File: src/rtl/serial_bit_transmitter.sv
// Parallel-to-serial frame transmitter: start bit, DATA_WIDTH data bits LSB first, stop bit,
// each bit held for CLKS_PER_BIT clocks on a registered tx line.
module serial_bit_transmitter #(
  parameter int unsigned DATA_WIDTH   = 8,
  parameter int unsigned CLKS_PER_BIT = 4
) (
  input  logic                  clock,
  input  logic                  reset,
  input  logic                  start,
  input  logic [DATA_WIDTH-1:0] data_in,
  output logic                  tx,
  output logic                  busy,
  output logic                  done
);

  // Counters are sized to their terminal values so no legal parameter can overflow them.
  localparam int unsigned CycW = (CLKS_PER_BIT > 1) ? $clog2(CLKS_PER_BIT) : 1;
  localparam int unsigned BitW = (DATA_WIDTH > 1) ? $clog2(DATA_WIDTH) : 1;

  localparam logic [CycW-1:0] CycLast = CycW'(CLKS_PER_BIT - 1);
  localparam logic [BitW-1:0] BitLast = BitW'(DATA_WIDTH - 1);

  typedef enum logic [1:0] {
    StIdle,
    StStart,
    StData,
    StStop
  } state_e;

  state_e                  state_q;
  logic [CycW-1:0]         cyc_q;
  logic [BitW-1:0]         bit_q;
  logic [DATA_WIDTH-1:0]   shift_q;
  logic [DATA_WIDTH-1:0]   shift_nxt;
  logic                    tx_q;
  logic                    busy_q;
  logic                    done_q;
  logic                    period_end;

  assign shift_nxt  = shift_q >> 1;
  assign period_end = (cyc_q == CycLast);

  always_ff @(posedge clock or negedge reset) begin
    if (!reset) begin
      state_q <= StIdle;
      cyc_q   <= '0;
      bit_q   <= '0;
      shift_q <= '0;
      tx_q    <= 1'b1;
      busy_q  <= 1'b0;
      done_q  <= 1'b0;
    end else begin
      done_q <= 1'b0;
      unique case (state_q)
        StIdle: begin
          if (start) begin
            shift_q <= data_in;
            cyc_q   <= '0;
            bit_q   <= '0;
            tx_q    <= 1'b0;
            busy_q  <= 1'b1;
            state_q <= StStart;
          end
        end
        StStart: begin
          if (period_end) begin
            cyc_q   <= '0;
            tx_q    <= shift_q[0];
            state_q <= StData;
          end else begin
            cyc_q <= cyc_q + CycW'(1);
          end
        end
        StData: begin
          if (period_end) begin
            cyc_q   <= '0;
            shift_q <= shift_nxt;
            if (bit_q == BitLast) begin
              bit_q   <= '0;
              tx_q    <= 1'b1;
              state_q <= StStop;
            end else begin
              bit_q <= bit_q + BitW'(1);
              tx_q  <= shift_nxt[0];
            end
          end else begin
            cyc_q <= cyc_q + CycW'(1);
          end
        end
        StStop: begin
          if (period_end) begin
            cyc_q   <= '0;
            busy_q  <= 1'b0;
            done_q  <= 1'b1;
            state_q <= StIdle;
          end else begin
            cyc_q <= cyc_q + CycW'(1);
          end
        end
        default: state_q <= StIdle;
      endcase
    end
  end

  assign tx   = tx_q;
  assign busy = busy_q;
  assign done = done_q;

endmodule

File: config.mk
export PLATFORM = sky130hd
export DESIGN_NAME = serial_bit_transmitter
export DESIGN_NICKNAME = d
export VERILOG_FILES = /design/src/rtl/serial_bit_transmitter.sv
export SDC_FILE = /design/constraint.sdc
export NUM_CORES = 1
export LEC_CHECK = 0
export BUFFER_PORTS_ARGS = -buffer_cell sky130_fd_sc_hd__buf_4
export CAP_MARGIN = 20
export CORE_AREA = 4 4 48 50
export DETAILED_ROUTE_END_ITERATION = 16
export DIE_AREA = 0 0 52 54
export MAX_ROUTING_LAYER = met4
export PLACE_DENSITY = 0.74
export SYNTH_ARGS = -nofsm -noshare
export SYNTH_HDL_FRONTEND = slang
export SYNTH_SLANG_ARGS = --single-unit
File: constraint.sdc
create_clock -name clock -period 2.9 [get_ports clock]
set_input_delay 0.29 -clock clock [delete_from_list [all_inputs] [get_ports clock]]
set_output_delay 0.29 -clock clock [all_outputs]
set_load 0.05 [all_outputs]
Word-level counts from Yosys, hierarchy flattened
Cells that the tools add are included.
- bits in registers: 18
- input bits: 11
- logic and storage cells: 54
- $add $sub $neg: 2
- equal/unequal tests: 10
- muxes and demuxes: 26
- reductions and logical operators: 9
- operator list (cell ; number):
    8-bit 2-to-1 mux ; 2
    8-bit one-hot mux with 2 select lines ; 1
    2-bit 2-to-1 mux ; 7
    2-bit inequality test (second input constant) ; 5
    3-bit 2-to-1 mux ; 3
    1-bit 2-to-1 mux ; 8
    2-bit one-hot mux with 4 select lines ; 1
    2-bit equality test (second input constant) ; 3
    3-bit one-hot mux with 2 select lines ; 1
    3-bit AND reduction ; 2
    5-bit AND reduction ; 1
    2-bit one-hot mux with 2 select lines ; 1
    4-bit AND reduction ; 1
    2-bit nonzero test ; 2
    3-bit by 1-bit adder with 3-bit output (second input constant) ; 1
    3-bit equality test (second input constant) ; 1
    1-bit one-hot mux with 3 select lines ; 1
    3-bit nonzero test ; 1
    3-bit OR reduction ; 1
    2-bit by 1-bit adder with 2-bit output (second input constant) ; 1
    2-bit by 1-bit equality test with 1-bit output (second input constant) ; 1
    2-bit zero test ; 1
    1-bit one-hot mux with 2 select lines ; 1

Logic depth before layout (Yosys ltp)
Gate-level depths: netlist of the first run.
- word-level depth: 4
- mapped depth: 6

Worst setup path before layout of the first run
Ideal clock, no wire load.
- kind: flip-flop to flip-flop
- from: reg state_q[0]
- to: reg shift_q[0]
- setup time: 0.125 ns
- arrival: 1.514 ns
- data required time: 2.775 ns
- path slack: 1.261 ns
- cell stages (with the launch flop): 7
- path buffers: 1
- clock period less this slack: 1.639 ns
- path through: dfrtp_1 -> inv_1 -> ha_1 -> and2b_4 -> nor3_4 -> buf_6 -> mux2_4
- longest elaborated chain between the ends: 3
- RTL lines (element ; line ; text):
    start: declaration ; 30 ; state_e state_q;
    start signal: assignment ; 45 ; state_q <= StIdle;
    start signal: assignment ; 62 ; state_q <= StStart;
    start signal: assignment ; 69 ; state_q <= StData;
    2-bit equality test or 2-bit zero test (tied branches) ; 54 ; unique case (state_q)
    2-bit inequality test (no source line) or 2-bit nonzero test (tied branches) ; n/a ;
    3-bit AND reduction (no source line) ; n/a ;
    end signal: assignment ; 57 ; shift_q <= data_in;
    end signal: assignment ; 77 ; shift_q <= shift_nxt;
    end: declaration ; 33 ; logic [DATA_WIDTH-1:0] shift_q;
Parallel ways exist; a longest one is shown, timed or not.
A chain may end at the register's enable or synchronous reset.

Final worst setup path of the first run
- from: reg state_q[0]
- to: reg bit_q[0]
- longest elaborated chain between the ends: 3
- RTL lines (element ; line ; text):
    2-bit equality test or 2-bit zero test (tied branches) ; 54 ;
    2-bit inequality test (no source line) or 2-bit nonzero test (tied branches) ; n/a ;
    3-bit AND reduction (no source line) ; n/a ;
    end signal: assignment ; 83 ; bit_q <= bit_q + BitW'(1);
    end: declaration ; 32 ; logic [BitW-1:0] bit_q;
Parallel ways exist; a longest one is shown, timed or not.

==> results.md, run 1 <==
- Status: finished, final reports clean
- Die area: 2808 sq um
- Hold Fails Final Rpt: 0
- Area grow syn2layout: 14.72%
- Most used flip-flop cell after synthesis: dfrtp_1
- Reg2Reg Setup Slack: 560 ps
- Max-slew violations: 0
- Most frequent cell after synthesis: dfrtp_1
- Global-route wire length before repair: 2.904 mm
- Overflow after GRT: 0
- Main area contributors after synthesis: dfrtp_1 (43%), mux2_4 (11%), mux2_2 (9.1%)
- Clk sink count: 18
- Worst flop-to-flop path startpoint: state_q[0]
- Headroom to the max-slew limit: 0.5638
- Max_cap viols: 0
- # fillers: approximately 170
- Largest net degree at the start of global routing: 19
- Period minus WS final: roughly 2300 ps
- Post-synthesis sequential area ratio: 0.4541
- Gpl congestion: 0.7588
- Cell Area, Synth: 994.7 sq um
- Post-CTS Setup Repair Bufs: 0
- Syn nets: 99
- Rows: 16
- Fin worst setup slack: between 500 and 600 ps
- Synth area leader: dfrtp_1
- LEAKAGE: 0.0005329 uW
- First-pass DRT Iterations: 4
- Die height: 54 microns
- CP peak stage delay: 610 ps
- Post-placement setup slack: around 540 ps
- DRT iter0 DRCs: 7
- Root Buffer: clkbuf_4
- DRC: 0
- Total track usage: 0.1460
- Yosys top cell area share: 0.4277
- CP bufs+invs: 1
- RSZ-0062 raised after global routing: false
- CP required: between 3000 and 4000 ps
- Max clock buf depth: 2
- Final setup violation count: 0
- Design area: 1141 sq um
- Port bufs: 13
- Initial antenna violation count: 0
- Asr flop ratio synth: 1.000
- EDFF count, synth: 0
- Via density: between 5 and 6
- Hold buffers post-CTS: 1
- TNS Setup: 0 ps
- Area of the multi-input gates: ~500 sq um
- I/O Pins: 14
- Worst hold start: data_in[7]
- CTS Buf Count: 3
- Critical path type: reg2reg
- CP Capture Type: register
- Tightest Hold Check Type: in2reg
- Avg Inst Size Synth: 12.28 sq um
- PostCTS Resize Cnt: 0
- Worst-path fanout max: 16
- CP Launch Type: register
- ANT cells: 0
- Vias in the first global route: 664
- PD cells: 1077 nW/um^2
- Final Cycle Share: 0.8083
- Clock network power share: 0.104
- Routed len/inst: between 10 and 15 microns
- Detailed-route via count: 660
- Synth Warn #: 0
- Routed WL: 1.660 mm
- Gate power share: 0.556
- Slowest-stage cell, CP: nor3_4
- Sw frac: 0.3671
- Tot Pwr: about 1200 uW
- H-tree Lvls: 1
- Nets: between 100 and 150
- Final HPWL DP: 1.223 mm
- CORE AREA: 1902 sq um
- Worst-path clk slew: 100 ps
- Psw: 451.2 uW
- Area after DPL: between 1000 and 1500 sq um
- Worst Setup SP: state_q[0]
- Die X: 52 microns
- Starting density of the core: 0.5230
- Worst Skew: 1.656 ps
- Placed cell count: ~120
- CTS tree: yes
- Max VDD drop: 0.5525 mV
- Non-filler cells, final: 123
- Sequential power share: 0.341
- Top post-synthesis cells by count: dfrtp_1 (17), mux2_2 (8), ha_1 (7), mux2_4 (7), inv_1 (6)
- Synthesis-stage register bit count: 18
- Storage cell area: around 450 sq um
- F_max: 0.4266 GHz
- Share of layout cells above drive strength 1: 0.3750
- Worst path cell trace: inv_1 > ha_1 > nor2_1 > nor3_4 > mux2_1
- Worst-Skew Late Latency: 290 ps
- Worst Max-Slew Pin Slew: about 650 ps
- Int Pwr: 777.9 uW
- Post-Synthesis Cells: between 80 and 90
- Critical Path AT: 2530 ps
- Count of cell types in the netlist: 29
- Post-route ant nets: 0
- CP delay by family, top: simple AND/OR/NAND/NOR gates
## cells in the final DEF, fill, tap and decap left out, types with 2 or more instances in the layout
cell / netlist / final
o21ai_1: 3 / 3
buf_4: 0 / 13
nand2_1: 4 / 4
nor3_1: 2 / 2
mux2_4: 7 / 7
clkbuf_4: 0 / 3
o21ai_0: 2 / 2
nand4_1: 2 / 2
mux2_1: 2 / 2
mux2_2: 8 / 8
dfrtp_1: 17 / 17
nor2_1: 2 / 2
inv_1: 6 / 6
ha_1: 7 / 7
nand2b_1: 2 / 2
## kinds of logic after synthesis
logic type / synth area share
mux: 0.2189
buf+inv: 0.04402
simple gates: 0.1082
fa+ha+maj: 0.08805
compound gates: 0.08680
flops: 0.4541
## through the flow
stage | util | hold WS, ps
4_1_cts | 0.6000 | 283.4
5_1_grt | 0.6000 | 287.5
3_5_place_dp | 0.5809 | 173.4
6_report | 0.6000 | 291.0
2_1_floorplan | - | -5.591
3_3_place_gp | 0.5809 | 171.1
## metal layers
metal,up-vias,global-route usage,share of wire
li1,312,-,-
met4,0,0.06550,0.015
met1,328,0.1684,0.44
met5,-,-,0
met3,4,0.02493,0.048
met2,16,0.2490,0.50
## worst register-to-register path, stage by stage, from the launching register on
cell and delay [ps]:
dfrtp_1 420, inv_1 110, ha_1 540, nor2_1 190, nor3_4 610, mux2_1 380
## worst paths after layout
path,to,depth (start not counted)
hold reg to reg,cyc_q[0],1
setup / recovery,bit_q[0],5
min in group asynchronous,shift_q[6],2
max in group asynchronous,tx,2
setup reg to reg,bit_q[0],5
hold / removal,shift_q[7],3
## sequential cells by signal, indices dropped and copies added (netlist names)
name,flops
tx,1
busy,1
cyc_q,2
bit_q,3
shift_q,8
done,1
state_q,2
## layout make-up
class | count | share of cell area
multi-input combinational | 54 | 0.4375
timing repair buffer | 14 | 0.09430
inverter | 6 | 0.01974
tap | 27 | 0.02961
sequential | 18 | 0.3958
clock buffer | 4 | 0.02303
## power groups by stage
stage | registers, uW | logic, uW | clock network [uW]
detailed placement | 423 | 686 | 0
global placement | 417 | 671 | 0
global route | 431 | 752 | 144
CTS | 419 | 692 | 135
finish | 419 | 683 | 128
floorplan | 433 | 578 | 0
Note: power is estimated with default switching activity, not from simulation.
==> run 2: changes to the inputs <==
CORE_AREA = 4 4 51 53   (was 4 4 48 50)
DIE_AREA = 0 0 55 57   (was 0 0 52 54)
PLACE_DENSITY = 0.69   (was 0.74)
clock period = 2 ns   (was 2.9 ns; I/O delays follow)
==> results.md, run 2 (synthesis gave the netlist of run 1 again) <==
- I/O Pins: 14
- CTS tree: yes
- Post-route ant nets: 0
- CTS Buf Count: 3
- Rows: 17
- Tightest Hold Check Type: in2reg
- PostCTS Resize Cnt: 0
- Storage cell area: around 450 sq um
- Largest regs: shift_q x8, bit_q x3
- Final HPWL DP: 1.317 mm
- Clk sink count: 18
- CP Launch Type: register
- CP bufs+invs: 2
- Routed WL: 1.756 mm
- Max VDD drop: ~0.75 mV
- Nets: around 120
- Detailed-route via count: 663
- DRT iter0 DRCs: 7
- F_max: 0.5455 GHz
- Area grow syn2layout: 18.11%
- Hold buffers post-CTS: 1
- Worst path cell trace: inv_1 > ha_1 > and2b_4 > nor3_4 > buf_4 > mux2_4
- Worst-path fanout max: 10
- CORE AREA: 2148 sq um
- Post-placement setup slack: 187.0 ps
- LEAKAGE: 0.0005541 uW
- Final Core Density: 0.5469
- Post-CTS Setup Repair Bufs: 0
- Worst Max-Slew Pin Slew: 311.0 ps
- Commonest non-fill, non-tap cells in the layout: dfrtp_1 (17), buf_4 (16), mux2_2 (8)
- Starting density of the core: 0.4630
- Final Cycle Share: 0.9165
- Initial antenna violation count: 0
- First-pass DRT Iterations: 4
- CP required: 2190 ps
- Largest register FFs: 8
- Root Buffer: clkbuf_4
- Share of layout cells above drive strength 1: 0.4040
- Worst-path clk slew: 110 ps
- Max_cap viols: 0
- Critical path type: reg2reg
- Port bufs: 13
- CP delay by family, top: flip-flops
- Worst Skew: 3.087 ps
- Die height: around 57 microns
- TNS Setup: 0 ps
- PD cells: 1612 nW/um^2
- Most common cell after layout, fill and taps aside: dfrtp_1
- Area after DPL: around 1100 sq um
- Hold Fails Final Rpt: 0
- Design area: 1175 sq um
- RSZ-0062 raised after global routing: false
- Via density: 5.220
- Total track usage: 0.1369
- Max clock buf depth: 2
- Max-slew violations: 0
- DRC: 0
- Status: finished, final reports clean
- Overflow after GRT: 0
- ANT cells: 0
- Critical Path AT: 2020 ps
- Gpl congestion: 0.7476
- CP peak stage delay: 400 ps
- # fillers: 191
- Die X: between 50 and 60 microns
- Vias in the first global route: around 710
- Largest net degree at the start of global routing: 19
- H-tree Lvls: 1
- Area of the multi-input gates: around 500 sq um
- Fin worst setup slack: 166.9 ps
- Slowest-stage cell, CP: dfrtp_1
- Headroom to the max-slew limit: 0.7927
- Global-route wire length before repair: 3.022 mm
- Worst-Skew Late Latency: between 200 and 300 ps
- Final setup violation count: 0
- Largest register by flop count: shift_q
- Die area: ~3100 sq um
- Period minus WS final: 1833 ps
- WHS: 211.9 ps
- Routed len/inst: about 14 microns
- CP Capture Type: register
## run 2: where the power goes
group | leakage (uW) | total, uW | internal, uW | switching [uW]
Clock | 0.0000210 | 227 | 111 | 117
Sequential | 0.000219 | 613 | 518 | 95.2
Combinational | 0.000314 | 1050 | 576 | 477
## run 2: worst paths after layout
kind / start / endpoint / slack [ps] / cells past startpoint
setup reg to reg: state_q[0] / shift_q[6] / 170 / 6
hold reg to reg: cyc_q[0] / cyc_q[0] / 500 / 1
max in group asynchronous: reset / tx / 1440 / 2
setup / recovery: state_q[0] / shift_q[6] / 170 / 6
min in group asynchronous: reset / state_q[0] / 300 / 2
hold / removal: data_in[7] / shift_q[7] / 210 / 3
## run 2: per-stage QoR
stage	instances	power, uW
global placement	122	1642
finish	127	1894
detailed placement	122	1678
CTS	127	1918
floorplan	81	1465
global route	127	2037
## run 2: layout make-up
type	instances	area share
Timing Repair Buffer	17	0.1108
Clock buffer	4	0.03088
Sequential cell	18	0.3845
Tap cell	28	0.02982
Inverter	6	0.01917
Multi-Input combinational cell	54	0.4249
## run 2: worst reg2reg max path, cell delays in order (launching register included)
cell and delay, ps:
dfrtp_1 400, inv_1 90, ha_1 280, and2b_4 220, nor3_4 180, buf_4 230
mux2_4 320
## run 2: per-layer routing
metal  part of all wire  track usage  wire length [microns]  vias to the layer above
met5                  0            -                      0                        -
met4             0.0057      0.06250                     10                        0
met3              0.038      0.02611                     66                        2
met2               0.51       0.2128                    904                       10
met1               0.44       0.1683                    775                      330
li1                   -            -                      -                      321
